===== src/rtl/mskaes_out_serializer_pkg.sv =====
// Shared definitions for the masked AES ciphertext output serializer:
// FSM state encoding and helpers deriving beat count and counter width
// from the unmasked word width W.
package mskaes_out_serializer_pkg;

  typedef enum logic {
    ST_IDLE = 1'b0,
    ST_SEND = 1'b1
  } state_t;

  // Number of W-bit words in one 128-bit ciphertext.
  function automatic int beats_f(input int w);
    return 128 / w;
  endfunction

  // Beat counter width; at least one bit even when a ciphertext is one beat.
  function automatic int cnt_w_f(input int w);
    return ((128 / w) > 1) ? $clog2(128 / w) : 1;
  endfunction

endpackage


===== src/rtl/mskaes_out_serializer_if.sv =====
// Handshake bundle of the serializer: ciphertext input side from the AES
// core and the W-bit masked word stream towards the consumer.
// The slave view belongs to the serializer, the master view to its neighbours.
interface mskaes_out_serializer_if #(
  parameter int d = 2,
  parameter int W = 32
);

  (* fv_type = "sharing" *) logic [128*d-1:0] sh_ciphertext;
  logic                                       cipher_valid;
  logic                                       out_ready;
  (* fv_type = "sharing" *) logic [W*d-1:0]   sh_data_out;
  logic                                       data_valid;
  logic                                       data_ready;
  logic                                       data_last;
  logic                                       busy;

  modport master (
    output sh_ciphertext, cipher_valid, data_ready,
    input  out_ready, sh_data_out, data_valid, data_last, busy
  );

  modport slave (
    input  sh_ciphertext, cipher_valid, data_ready,
    output out_ready, sh_data_out, data_valid, data_last, busy
  );

endinterface


===== src/rtl/mskaes_out_serializer_sh_shift_reg.sv =====
// Shift register for a bit-compact sharing: loads a whole sharing, or shifts
// it right by one step-bit word (step*d wires) with zero fill, else holds.
// Only the lowest word is exported so shares never leave as a full vector.
module msk_sh_shift_reg #(
  parameter int d     = 2,
  parameter int count = 128,
  parameter int step  = 32
) (
  input  logic                  clk,
  input  logic                  rst,
  input  logic                  load,
  input  logic                  shift,
  input  logic [count*d-1:0]    din,
  output logic [step*d-1:0]     head
);

  logic [count*d-1:0] sh_q;

  // Load has priority over shift; shifting in zeros empties the register
  // as the last word leaves, so no stale share lingers after a transfer.
  always_ff @(posedge clk or negedge rst) begin
    if (!rst) begin
      sh_q <= '0;
    end else if (load) begin
      sh_q <= din;
    end else if (shift) begin
      sh_q <= sh_q >> (step * d);
    end
  end

  assign head = sh_q[step*d-1:0];

endmodule


===== src/rtl/mskaes_out_serializer.sv =====
// Masked AES-128 ciphertext serializer: takes one bit-compact 128-bit
// sharing from the core and streams it as BEATS masked W-bit words,
// word 0 first, with back-to-back acceptance on the final beat.
// Shares are never recombined; the output is zeroed whenever not valid.
(* fv_prop = "PINI", fv_strategy = "composite" *)
module mskaes_out_serializer
  import mskaes_out_serializer_pkg::*;
#(
  parameter int d = 2,
  parameter int W = 32
) (
  input logic                    clk,
  input logic                    rst,
  mskaes_out_serializer_if.slave bus
);

  localparam int BEATS = beats_f(W);
  localparam int CNT_W = cnt_w_f(W);

  state_t           state;
  logic [CNT_W-1:0] cnt;
  logic [W*d-1:0]   head;
  logic             send;
  logic             last_beat;
  logic             beat_hs;
  logic             accept;

  assign send      = (state == ST_SEND);
  assign last_beat = send && (cnt == CNT_W'(BEATS - 1));
  assign beat_hs   = send && bus.data_ready;
  assign accept    = bus.cipher_valid && bus.out_ready;

  // The core may hand over a new ciphertext while idle or exactly on the
  // final beat handshake; this is the accepted data_ready->out_ready path.
  assign bus.out_ready = (state == ST_IDLE) || (last_beat && bus.data_ready);

  msk_sh_shift_reg #(
    .d     (d),
    .count (128),
    .step  (W)
  ) u_sreg (
    .clk   (clk),
    .rst   (rst),
    .load  (accept),
    .shift (beat_hs),
    .din   (bus.sh_ciphertext),
    .head  (head)
  );

  // Transfer control: count beats in SEND and either reload on the last
  // handshake (when the core is ready with the next ciphertext) or go idle.
  always_ff @(posedge clk or negedge rst) begin
    if (!rst) begin
      state <= ST_IDLE;
      cnt   <= '0;
    end else begin
      case (state)
        ST_IDLE: begin
          if (bus.cipher_valid) begin
            state <= ST_SEND;
            cnt   <= '0;
          end
        end
        ST_SEND: begin
          if (beat_hs) begin
            if (last_beat) begin
              cnt   <= '0;
              state <= bus.cipher_valid ? ST_SEND : ST_IDLE;
            end else begin
              cnt <= cnt + CNT_W'(1);
            end
          end
        end
        default: begin
          state <= ST_IDLE;
          cnt   <= '0;
        end
      endcase
    end
  end

  assign bus.data_valid = send;
  assign bus.data_last  = last_beat;
  assign bus.busy       = send;

  // Zero-constant mux gating: no share value reaches the consumer unless
  // a beat is actually being offered.
  assign bus.sh_data_out = send ? head : '0;

endmodule


===== src/flat_wrapper.sv =====
// flat-port wrapper written by rule: the top's interface ports become plain ports
module mskaes_out_serializer_flat import mskaes_out_serializer_pkg::*;
#(
  parameter int d = 2,
  parameter int W = 32
)
  (clk, rst, bus_sh_ciphertext, bus_cipher_valid, bus_data_ready, bus_out_ready, bus_sh_data_out, bus_data_valid, bus_data_last, bus_busy);
  mskaes_out_serializer_if #(.d(d), .W(W)) bus_i ();
  input logic clk;
  input logic rst;
  input wire logic [$bits(bus_i.sh_ciphertext)-1:0] bus_sh_ciphertext;
  input wire logic [$bits(bus_i.cipher_valid)-1:0] bus_cipher_valid;
  input wire logic [$bits(bus_i.data_ready)-1:0] bus_data_ready;
  output wire logic [$bits(bus_i.out_ready)-1:0] bus_out_ready;
  output wire logic [$bits(bus_i.sh_data_out)-1:0] bus_sh_data_out;
  output wire logic [$bits(bus_i.data_valid)-1:0] bus_data_valid;
  output wire logic [$bits(bus_i.data_last)-1:0] bus_data_last;
  output wire logic [$bits(bus_i.busy)-1:0] bus_busy;
  assign bus_i.sh_ciphertext = bus_sh_ciphertext;
  assign bus_i.cipher_valid = bus_cipher_valid;
  assign bus_i.data_ready = bus_data_ready;
  assign bus_out_ready = bus_i.out_ready;
  assign bus_sh_data_out = bus_i.sh_data_out;
  assign bus_data_valid = bus_i.data_valid;
  assign bus_data_last = bus_i.data_last;
  assign bus_busy = bus_i.busy;
  mskaes_out_serializer #(.d(d), .W(W)) u_core (.clk(clk), .rst(rst), .bus(bus_i));
endmodule

===== config.mk =====
export PLATFORM = sky130hd
export DESIGN_NAME = mskaes_out_serializer_flat
export DESIGN_NICKNAME = d
export VERILOG_FILES = /design/src/rtl/mskaes_out_serializer_pkg.sv /design/src/rtl/mskaes_out_serializer_if.sv /design/src/rtl/mskaes_out_serializer_sh_shift_reg.sv /design/src/rtl/mskaes_out_serializer.sv /design/src/flat_wrapper.sv
export SDC_FILE = /design/constraint.sdc
export NUM_CORES = 1
export LEC_CHECK = 0
export CAP_MARGIN = 0
export CORE_AREA = 3 3 196 198
export DETAILED_ROUTE_END_ITERATION = 8
export DIE_AREA = 0 0 199 201
export PLACE_DENSITY = 0.7
export SETUP_SLACK_MARGIN = 0.05
export SLEW_MARGIN = 0
export SYNTH_ARGS = -nofsm -noshare
export SYNTH_HDL_FRONTEND = slang
export SYNTH_SLANG_ARGS = --single-unit

===== constraint.sdc =====
create_clock -name clk -period 3.7 [get_ports clk]
set_input_delay 0.74 -clock clk [delete_from_list [all_inputs] [get_ports clk]]
set_output_delay 0.74 -clock clk [all_outputs]
set_load 0.02 [all_outputs]

==> impl_metrics.xml, run 1 <==
<?xml version="1.0" encoding="UTF-8"?>
<metrics>
  <group name="placement">
    <metric name="place_hpwl" unit="mm">29.0</metric>
    <metric name="gp_congestion" unit="">0.794</metric>
    <metric name="port_buffers" unit="">327</metric>
  </group>
  <group name="global_route">
    <metric name="largest_net_degree_at_the_start_of_global_routing" unit="">104</metric>
    <metric name="grt_antenna_before_repair" unit="">10</metric>
    <metric name="wire_length_of_the_first_global_routing_pass" unit="mm">72.8</metric>
    <metric name="globalRoute.totalOverflow" unit="">0</metric>
    <metric name="grtUsageTotal" unit="%">22.0</metric>
    <metric name="grt_pass1_vias" unit="">13000</metric>
  </group>
  <group name="detailed_routing">
    <metric name="total_number_of_vias" unit="">12800</metric>
    <metric name="totalWireLength" unit="mm">45.4</metric>
    <metric name="drt-vias-per-instance" unit="">5.67</metric>
    <metric name="drt_first_pass_iters" unit="">5</metric>
    <metric name="route.antenna.remaining_nets" unit="">0</metric>
    <metric name="wl_per_cell" unit="um">20.1</metric>
    <metric name="detail_route.iter0.violations" unit="">804</metric>
    <metric name="drc" unit="">0</metric>
  </group>
  <group name="clock_network">
    <metric name="cts_hold_buf" unit="">0</metric>
    <metric name="clk_transition_reported_paths" unit="ns">0.06</metric>
    <metric name="cts_num_sinks" unit="">259</metric>
    <metric name="post_cts_resized" unit="">0</metric>
    <metric name="postCtsSetupBuffers" unit="">0</metric>
    <metric name="cts_buffers" unit="">31</metric>
    <metric name="clock_tree.buffer_depth" unit="">3</metric>
    <metric name="cts_tree" unit="">yes</metric>
    <metric name="clock_insertion_delay_worst_skew" unit="ns">0.55</metric>
    <metric name="ctsHtreeMaxLevel" unit="">1</metric>
    <metric name="clock_tree.root_cell" unit="">sky130_fd_sc_hd__clkbuf_16</metric>
  </group>
  <group name="synth">
    <metric name="synth.mux.area_fraction" unit="%">27.9</metric>
    <metric name="synth-simple-area-share" unit="%">10.1</metric>
    <metric name="synth_top_family_by_area" unit="">multiplexers</metric>
    <metric name="synth.ff_latch_count" unit="">259</metric>
    <metric name="synth-xor-area-share" unit="%">0</metric>
    <metric name="synthesis.nets" unit="">1779</metric>
    <metric name="synth-compound-area-share" unit="%">16.7</metric>
    <metric name="synthAdderAreaFrac" unit="%">0.0760</metric>
    <metric name="ys_seq_area_share" unit="%">39.4</metric>
    <metric name="netlist_area_pre_place" unit="um2">16500</metric>
    <metric name="synth_area_per_cell" unit="um2">10.8</metric>
    <metric name="synth_warnings" unit="">0</metric>
    <metric name="ys_types" unit="">28</metric>
    <metric name="instance_count_of_the_mapped_netlist" unit="">1518</metric>
  </group>
  <group name="sta">
    <metric name="unrepaired_setup_endpoints_after_global_routing" unit="">no</metric>
    <metric name="finalSetupViolations" unit="">0</metric>
    <metric name="fin_worst_skew" unit="ns">0.0101</metric>
    <metric name="final.setup.tns" unit="ns">0</metric>
    <metric name="slew_headroom" unit="%">25.3</metric>
    <metric name="report.final.hold_viol_count" unit="">0</metric>
    <metric name="timing_max_transition_violations_final" unit="">0</metric>
    <metric name="fmaxAchievable" unit="GHz">0.313</metric>
    <metric name="tightest_slew" unit="ns">1.12</metric>
    <metric name="final_worst_path_period_share" unit="%">86.4</metric>
    <metric name="finalCriticalPeriod" unit="ns">3.20</metric>
  </group>
  <group name="finish">
    <metric name="area.growth.synth_to_final" unit="%">26.2</metric>
    <metric name="num-fill-cells" unit="">3207</metric>
    <metric name="drive_gt1_share" unit="%">14.8</metric>
    <metric name="finalNetCount" unit="">2021</metric>
  </group>
  <group name="floorplanning">
    <metric name="io_pins" unit="">328</metric>
    <metric name="fp-row-count" unit="">70</metric>
    <metric name="floorplan_core_area" unit="um2">36700</metric>
    <metric name="floorplan.initialDensity" unit="%">44.8</metric>
    <metric name="chipWidth" unit="um">199</metric>
    <metric name="die_area" unit="um2">40000</metric>
    <metric name="die_h" unit="um">201</metric>
  </group>
  <group name="pwr">
    <metric name="power.share.clock" unit="%">21.1</metric>
    <metric name="power.density_cell_area" unit="nW/um2">653</metric>
    <metric name="totalPowerFinal" unit="W">0.0136</metric>
    <metric name="max-vdd-ir-drop" unit="mV">0.411</metric>
    <metric name="pwr-share-comb" unit="%">44.8</metric>
    <metric name="share_of_power_burned_in_registers" unit="%">34.1</metric>
    <metric name="power.switching" unit="W">0.00467</metric>
    <metric name="p_int" unit="W">0.00890</metric>
    <metric name="swShare" unit="%">34.4</metric>
    <metric name="power.leakage" unit="nW">10.0</metric>
  </group>
  <group name="critical_path">
    <metric name="type_of_element_launching_the_critical_path" unit="">register</metric>
    <metric name="endpoint_arrival_time_on_the_critical_path" unit="ns">2.46</metric>
    <metric name="r2r-start" unit="">u_core.bus.busy$_DFF_PN0_</metric>
    <metric name="cp_max_fo" unit="">47</metric>
    <metric name="worst-r2r-cell-count" unit="">6</metric>
    <metric name="worstSetupStartpoint" unit="">u_core.bus.busy$_DFF_PN0_</metric>
    <metric name="crit_path_end_kind" unit="">primary output</metric>
    <metric name="crit_required" unit="ns">2.96</metric>
    <metric name="worst_setup_path_endpoint" unit="">bus_sh_data_out[59]</metric>
    <metric name="worst_r2r_endpoint" unit="">u_core.u_sreg.sh_q[1]$_DFFE_PN0P_</metric>
    <metric name="regToRegSetupSlack" unit="ns">1.13</metric>
    <metric name="critical_path_class" unit="">reg2out</metric>
  </group>
  <group name="min_path">
    <metric name="worst_hold_path_type" unit="">in2async</metric>
  </group>
  <group name="flow_run">
    <metric name="drv.max_cap_violation_count" unit="">0</metric>
  </group>
  <group name="outcome">
    <metric name="outcome" unit="">finished, final reports clean</metric>
  </group>
</metrics>
[cells in the mapped netlist (all sizes together)]
| library cell | number | share of area (%) |
|---|---|---|
| mux2i | 193 | 12 |
| o22ai | 192 | 7.3 |
| nand2 | 2 | 0.061 |
| or2 | 1 | 0.038 |
| nor2 | 1 | 0.023 |
| a21boi | 1 | 0.068 |
| clkbuf | 44 | 1.0 |
| a22o | 65 | 3.5 |
| nor2b | 2 | 0.076 |
| ha | 1 | 0.076 |
| buf | 108 | 4.7 |
| inv | 3 | 0.068 |
| and2 | 65 | 2.5 |
| a221oi | 1 | 0.053 |
| a21oi | 191 | 5.8 |
| o21ai | 2 | 0.061 |
| nor3b | 2 | 0.091 |
| nand2b | 194 | 7.4 |
| mux2 | 191 | 16 |
| dfrtp | 259 | 39 |
[power by group through the flow]
| stage | combinational [W] | sequential, W | clock, W |
|---|---|---|---|
| 2_1_floorplan | 0.00438 | 0.00437 | 0 |
| 3_3_place_gp | 0.00594 | 0.00458 | 0 |
| 3_5_place_dp | 0.00609 | 0.00466 | 0 |
| 4_1_cts | 0.00612 | 0.00462 | 0.00292 |
| 5_1_grt | 0.00663 | 0.00478 | 0.00304 |
| 6_report | 0.00608 | 0.00463 | 0.00286 |
[logic make-up after synthesis]
kind of cell / count (synthesis)
AOI/OAI and AO/OA: 452
adders and majority gates: 1
buffers and inverters: 155
DFF: 259
muxes: 384
and+or+nand+nor: 267
[metal layers]
layer	vias up	global-route usage, %	share of wire, %
met5	-	0	0.053
met4	4	7.08	2.9
met3	73	3.49	4.8
met2	322	34.9	47
met1	6303	30.8	45
li1	6094	-	-
[critical path, cell delays in order (launching register included)]
cell and delay [ns]:
sky130_fd_sc_hd__dfrtp_4 0.62, sky130_fd_sc_hd__buf_4 0.47, sky130_fd_sc_hd__and2_1 0.20, sky130_fd_sc_hd__clkdlybuf4s50_1 0.61
[metrics by stage]
step           setup slack [ns]  std cells  hold WS [ns]  util, %  cell area (um2)
6_report                  0.503       2256         0.178     56.6            20800
5_1_grt                   0.373       2256         0.258     56.6            20800
4_1_cts                   0.473       2248         0.230     56.6            20800
3_5_place_dp              0.909       2195         0.483     54.0            19800
3_3_place_gp              0.931       2195         0.479     54.0            19800
2_1_floorplan              1.55       1518         0.444        -            16500
[area by class of cell]
| type | instances | area, um2 | share of cell area, % |
|---|---|---|---|
| Timing Repair Buffer | 361 | 3680 | 17.7 |
| Antenna cell | 8 | 20.0 | 0.0964 |
| Multi-Input combinational cell | 1104 | 9060 | 43.6 |
| Tap cell | 468 | 586 | 2.82 |
| Sequential cell | 259 | 6480 | 31.2 |
| Inverter | 3 | 11.3 | 0.0542 |
| Clock buffer | 50 | 917 | 4.41 |
| Clock inverter | 3 | 15.0 | 0.0723 |
[worst min path at each step]
stage / endpoint / slack, ns
global placement: u_core.u_sreg.sh_q[220]$_DFFE_PN0P_ / 0.48
finish: u_core.u_sreg.sh_q[26]$_DFFE_PN0P_ / 0.18
global route: u_core.u_sreg.sh_q[26]$_DFFE_PN0P_ / 0.26
floorplan: u_core.bus.busy$_DFF_PN0_ / 0.44
detailed placement: u_core.u_sreg.sh_q[253]$_DFFE_PN0P_ / 0.48
CTS: u_core.u_sreg.sh_q[26]$_DFFE_PN0P_ / 0.23
[cell usage in the layout, fill, tap and decap left out, drive strengths merged]
| cell | instances |
|---|---|
| ha | 1 |
| clkdlybuf4s50 | 324 |
| and2 | 65 |
| nor3b | 2 |
| a21oi | 191 |
| o22ai | 192 |
| inv | 3 |
| nor2 | 1 |
| buf | 37 |
| o21ai | 2 |
| nor2b | 2 |
| mux2 | 191 |
| mux2i | 193 |
| or2 | 1 |
| nand2b | 194 |
| nand2 | 2 |
| dfrtp | 259 |
| a21boi | 1 |
| clkbuf | 50 |
| a221oi | 1 |
| a22o | 65 |
| diode | 8 |
| clkinv | 3 |
[sequential cells by signal, indices dropped and copies added, names as in the netlist]
register            count
u_core.bus.busy         1
u_core.cnt              2
u_core.u_sreg.sh_q    256
(Power assumes the default switching activity.)
==> run 2, diff against run 1 <==
- CTS_BUF_LIST: unset -> sky130_fd_sc_hd__clkbuf_4 sky130_fd_sc_hd__clkbuf_8
- CTS_CLUSTER_DIAMETER: unset -> 80
==> impl_metrics.xml, run 2 (same netlist as run 1, synthesis figures left out) <==
<?xml version="1.0" encoding="UTF-8"?>
<metrics>
  <group name="finish">
    <metric name="layout.cells.most_common" unit="">sky130_fd_sc_hd__clkdlybuf4s50_1</metric>
    <metric name="num-fill-cells" unit="">3239</metric>
    <metric name="largest_register_ff_count" unit="">256</metric>
    <metric name="seqCellArea" unit="um2">6480</metric>
    <metric name="finalNetCount" unit="">2038</metric>
    <metric name="area.growth.synth_to_final" unit="%">26.5</metric>
    <metric name="largest-register" unit="">u_core.u_sreg.sh_q</metric>
    <metric name="post-route-util" unit="%">56.7</metric>
    <metric name="layout.cells.most_common_list" unit="">sky130_fd_sc_hd__clkdlybuf4s50_1 (324), sky130_fd_sc_hd__dfrtp_1 (258), sky130_fd_sc_hd__nand2b_1 (193)</metric>
    <metric name="drive_gt1_share" unit="%">16.8</metric>
    <metric name="multi_input_gate_area_in_the_final_layout" unit="um2">9060</metric>
  </group>
  <group name="clock_network">
    <metric name="ctsHtreeMaxLevel" unit="">2</metric>
    <metric name="clk_transition_reported_paths" unit="ns">0.06</metric>
    <metric name="cts_tree" unit="">yes</metric>
    <metric name="clock_tree.root_cell" unit="">sky130_fd_sc_hd__clkbuf_8</metric>
    <metric name="postCtsSetupBuffers" unit="">0</metric>
    <metric name="cts_buffers" unit="">48</metric>
    <metric name="clock_insertion_delay_worst_skew" unit="ns">0.55</metric>
    <metric name="clock_tree.buffer_depth" unit="">3</metric>
    <metric name="post_cts_resized" unit="">0</metric>
    <metric name="cts_num_sinks" unit="">259</metric>
    <metric name="cts_hold_buf" unit="">0</metric>
  </group>
  <group name="global_route">
    <metric name="wire_length_of_the_first_global_routing_pass" unit="mm">73.0</metric>
    <metric name="grt_pass1_vias" unit="">13200</metric>
    <metric name="grt_antenna_before_repair" unit="">11</metric>
    <metric name="globalRoute.totalOverflow" unit="">0</metric>
    <metric name="largest_net_degree_at_the_start_of_global_routing" unit="">104</metric>
    <metric name="grtUsageTotal" unit="%">22.1</metric>
  </group>
  <group name="placement">
    <metric name="port_buffers" unit="">327</metric>
    <metric name="gp_congestion" unit="">0.794</metric>
    <metric name="place_hpwl" unit="mm">29.0</metric>
  </group>
  <group name="floorplanning">
    <metric name="chipWidth" unit="um">199</metric>
    <metric name="io_pins" unit="">328</metric>
    <metric name="fp-row-count" unit="">70</metric>
    <metric name="die_h" unit="um">201</metric>
    <metric name="floorplan.initialDensity" unit="%">44.8</metric>
    <metric name="floorplan_core_area" unit="um2">36700</metric>
    <metric name="die_area" unit="um2">40000</metric>
  </group>
  <group name="detailed_routing">
    <metric name="route.antenna.remaining_nets" unit="">0</metric>
    <metric name="totalWireLength" unit="mm">45.4</metric>
    <metric name="drt_first_pass_iters" unit="">5</metric>
    <metric name="drc" unit="">0</metric>
    <metric name="detail_route.iter0.violations" unit="">726</metric>
    <metric name="wl_per_cell" unit="um">19.9</metric>
    <metric name="total_number_of_vias" unit="">12900</metric>
    <metric name="drt-vias-per-instance" unit="">5.63</metric>
  </group>
  <group name="critical_path">
    <metric name="regToRegSetupSlack" unit="ns">1.17</metric>
    <metric name="type_of_element_launching_the_critical_path" unit="">register</metric>
    <metric name="cp_max_fo" unit="">47</metric>
    <metric name="critical_path_class" unit="">reg2out</metric>
    <metric name="crit_required" unit="ns">2.96</metric>
    <metric name="crit_path_end_kind" unit="">primary output</metric>
    <metric name="endpoint_arrival_time_on_the_critical_path" unit="ns">2.44</metric>
  </group>
  <group name="sta">
    <metric name="unrepaired_setup_endpoints_after_global_routing" unit="">no</metric>
    <metric name="finalSetupViolations" unit="">0</metric>
    <metric name="final_worst_path_period_share" unit="%">86.0</metric>
    <metric name="slew_headroom" unit="%">27.3</metric>
    <metric name="fmaxAchievable" unit="GHz">0.314</metric>
    <metric name="tightest_slew" unit="ns">1.09</metric>
    <metric name="fin_worst_skew" unit="ns">0.0178</metric>
    <metric name="report.final.hold_viol_count" unit="">0</metric>
    <metric name="final.setup.tns" unit="ns">0</metric>
    <metric name="finalCriticalPeriod" unit="ns">3.18</metric>
    <metric name="timing_max_transition_violations_final" unit="">0</metric>
  </group>
  <group name="pwr">
    <metric name="power.density_cell_area" unit="nW/um2">650</metric>
    <metric name="max-vdd-ir-drop" unit="mV">0.397</metric>
    <metric name="power.leakage" unit="nW">10.1</metric>
  </group>
  <group name="min_path">
    <metric name="worst_hold_path_type" unit="">in2async</metric>
  </group>
  <group name="outcome">
    <metric name="outcome" unit="">finished, final reports clean</metric>
  </group>
  <group name="flow_run">
    <metric name="drv.max_cap_violation_count" unit="">0</metric>
  </group>
</metrics>
[run 2: worst paths after layout]
path                                                startpoint                                  end  cells after the start
max                                  u_core.bus.busy$_DFF_PN0_                  bus_sh_data_out[59]                      3
max in group asynchronous                                  rst   u_core.u_sreg.sh_q[65]$_DFFE_PN0P_                      2
min reg2reg                u_core.u_sreg.sh_q[235]$_DFFE_PN0P_  u_core.u_sreg.sh_q[235]$_DFFE_PN0P_                      1
max reg2reg                          u_core.bus.busy$_DFF_PN0_   u_core.u_sreg.sh_q[67]$_DFFE_PN0P_                      6
min                                                        rst   u_core.u_sreg.sh_q[26]$_DFFE_PN0P_                      1
min in group clk           u_core.u_sreg.sh_q[235]$_DFFE_PN0P_  u_core.u_sreg.sh_q[235]$_DFFE_PN0P_                      1
[run 2: report_power, final]
part	internal (W)	switching, W
combinational	0.00337	0.00270
sequential	0.00386	0.000776
clock	0.00164	0.00118
[run 2: routing by layer]
metal  routed length (um)  share of wire (%)  track usage [%]
met1                20100                 44             30.4
met2                21500                 47             35.1
met3                 2430                5.3             4.10
met4                 1370                3.0             7.61
met5                   24              0.053                0
[run 2: final cells by class]
cell class	count	share of cell area, %
Timing Repair Buffer	361	17.7
Antenna cell	9	0.108
Tap cell	468	2.81
Inverter	3	0.0541
Sequential cell	259	31.1
Multi-Input combinational cell	1104	43.5
Clock buffer	80	4.69
[run 2: critical path, cell delays in order, from the launching register on]
cell,delay (ns)
sky130_fd_sc_hd__dfrtp_4,0.61
sky130_fd_sc_hd__buf_4,0.47
sky130_fd_sc_hd__and2_1,0.20
sky130_fd_sc_hd__clkdlybuf4s50_1,0.61
[run 2: stage by stage]
| step | power (W) | hold WS [ns] | area [um2] | std cells | worst slack (ns) |
|---|---|---|---|---|---|
| 3_3_place_gp | 0.0105 | 0.479 | 19800 | 2195 | 0.931 |
| 4_1_cts | 0.0136 | 0.221 | 20800 | 2275 | 0.466 |
| 5_1_grt | 0.0144 | 0.246 | 20800 | 2284 | 0.364 |
| 6_report | 0.0135 | 0.208 | 20800 | 2284 | 0.518 |
| 2_1_floorplan | 0.00875 | 0.444 | 16500 | 1518 | 1.55 |
| 3_5_place_dp | 0.0107 | 0.483 | 19800 | 2195 | 0.909 |
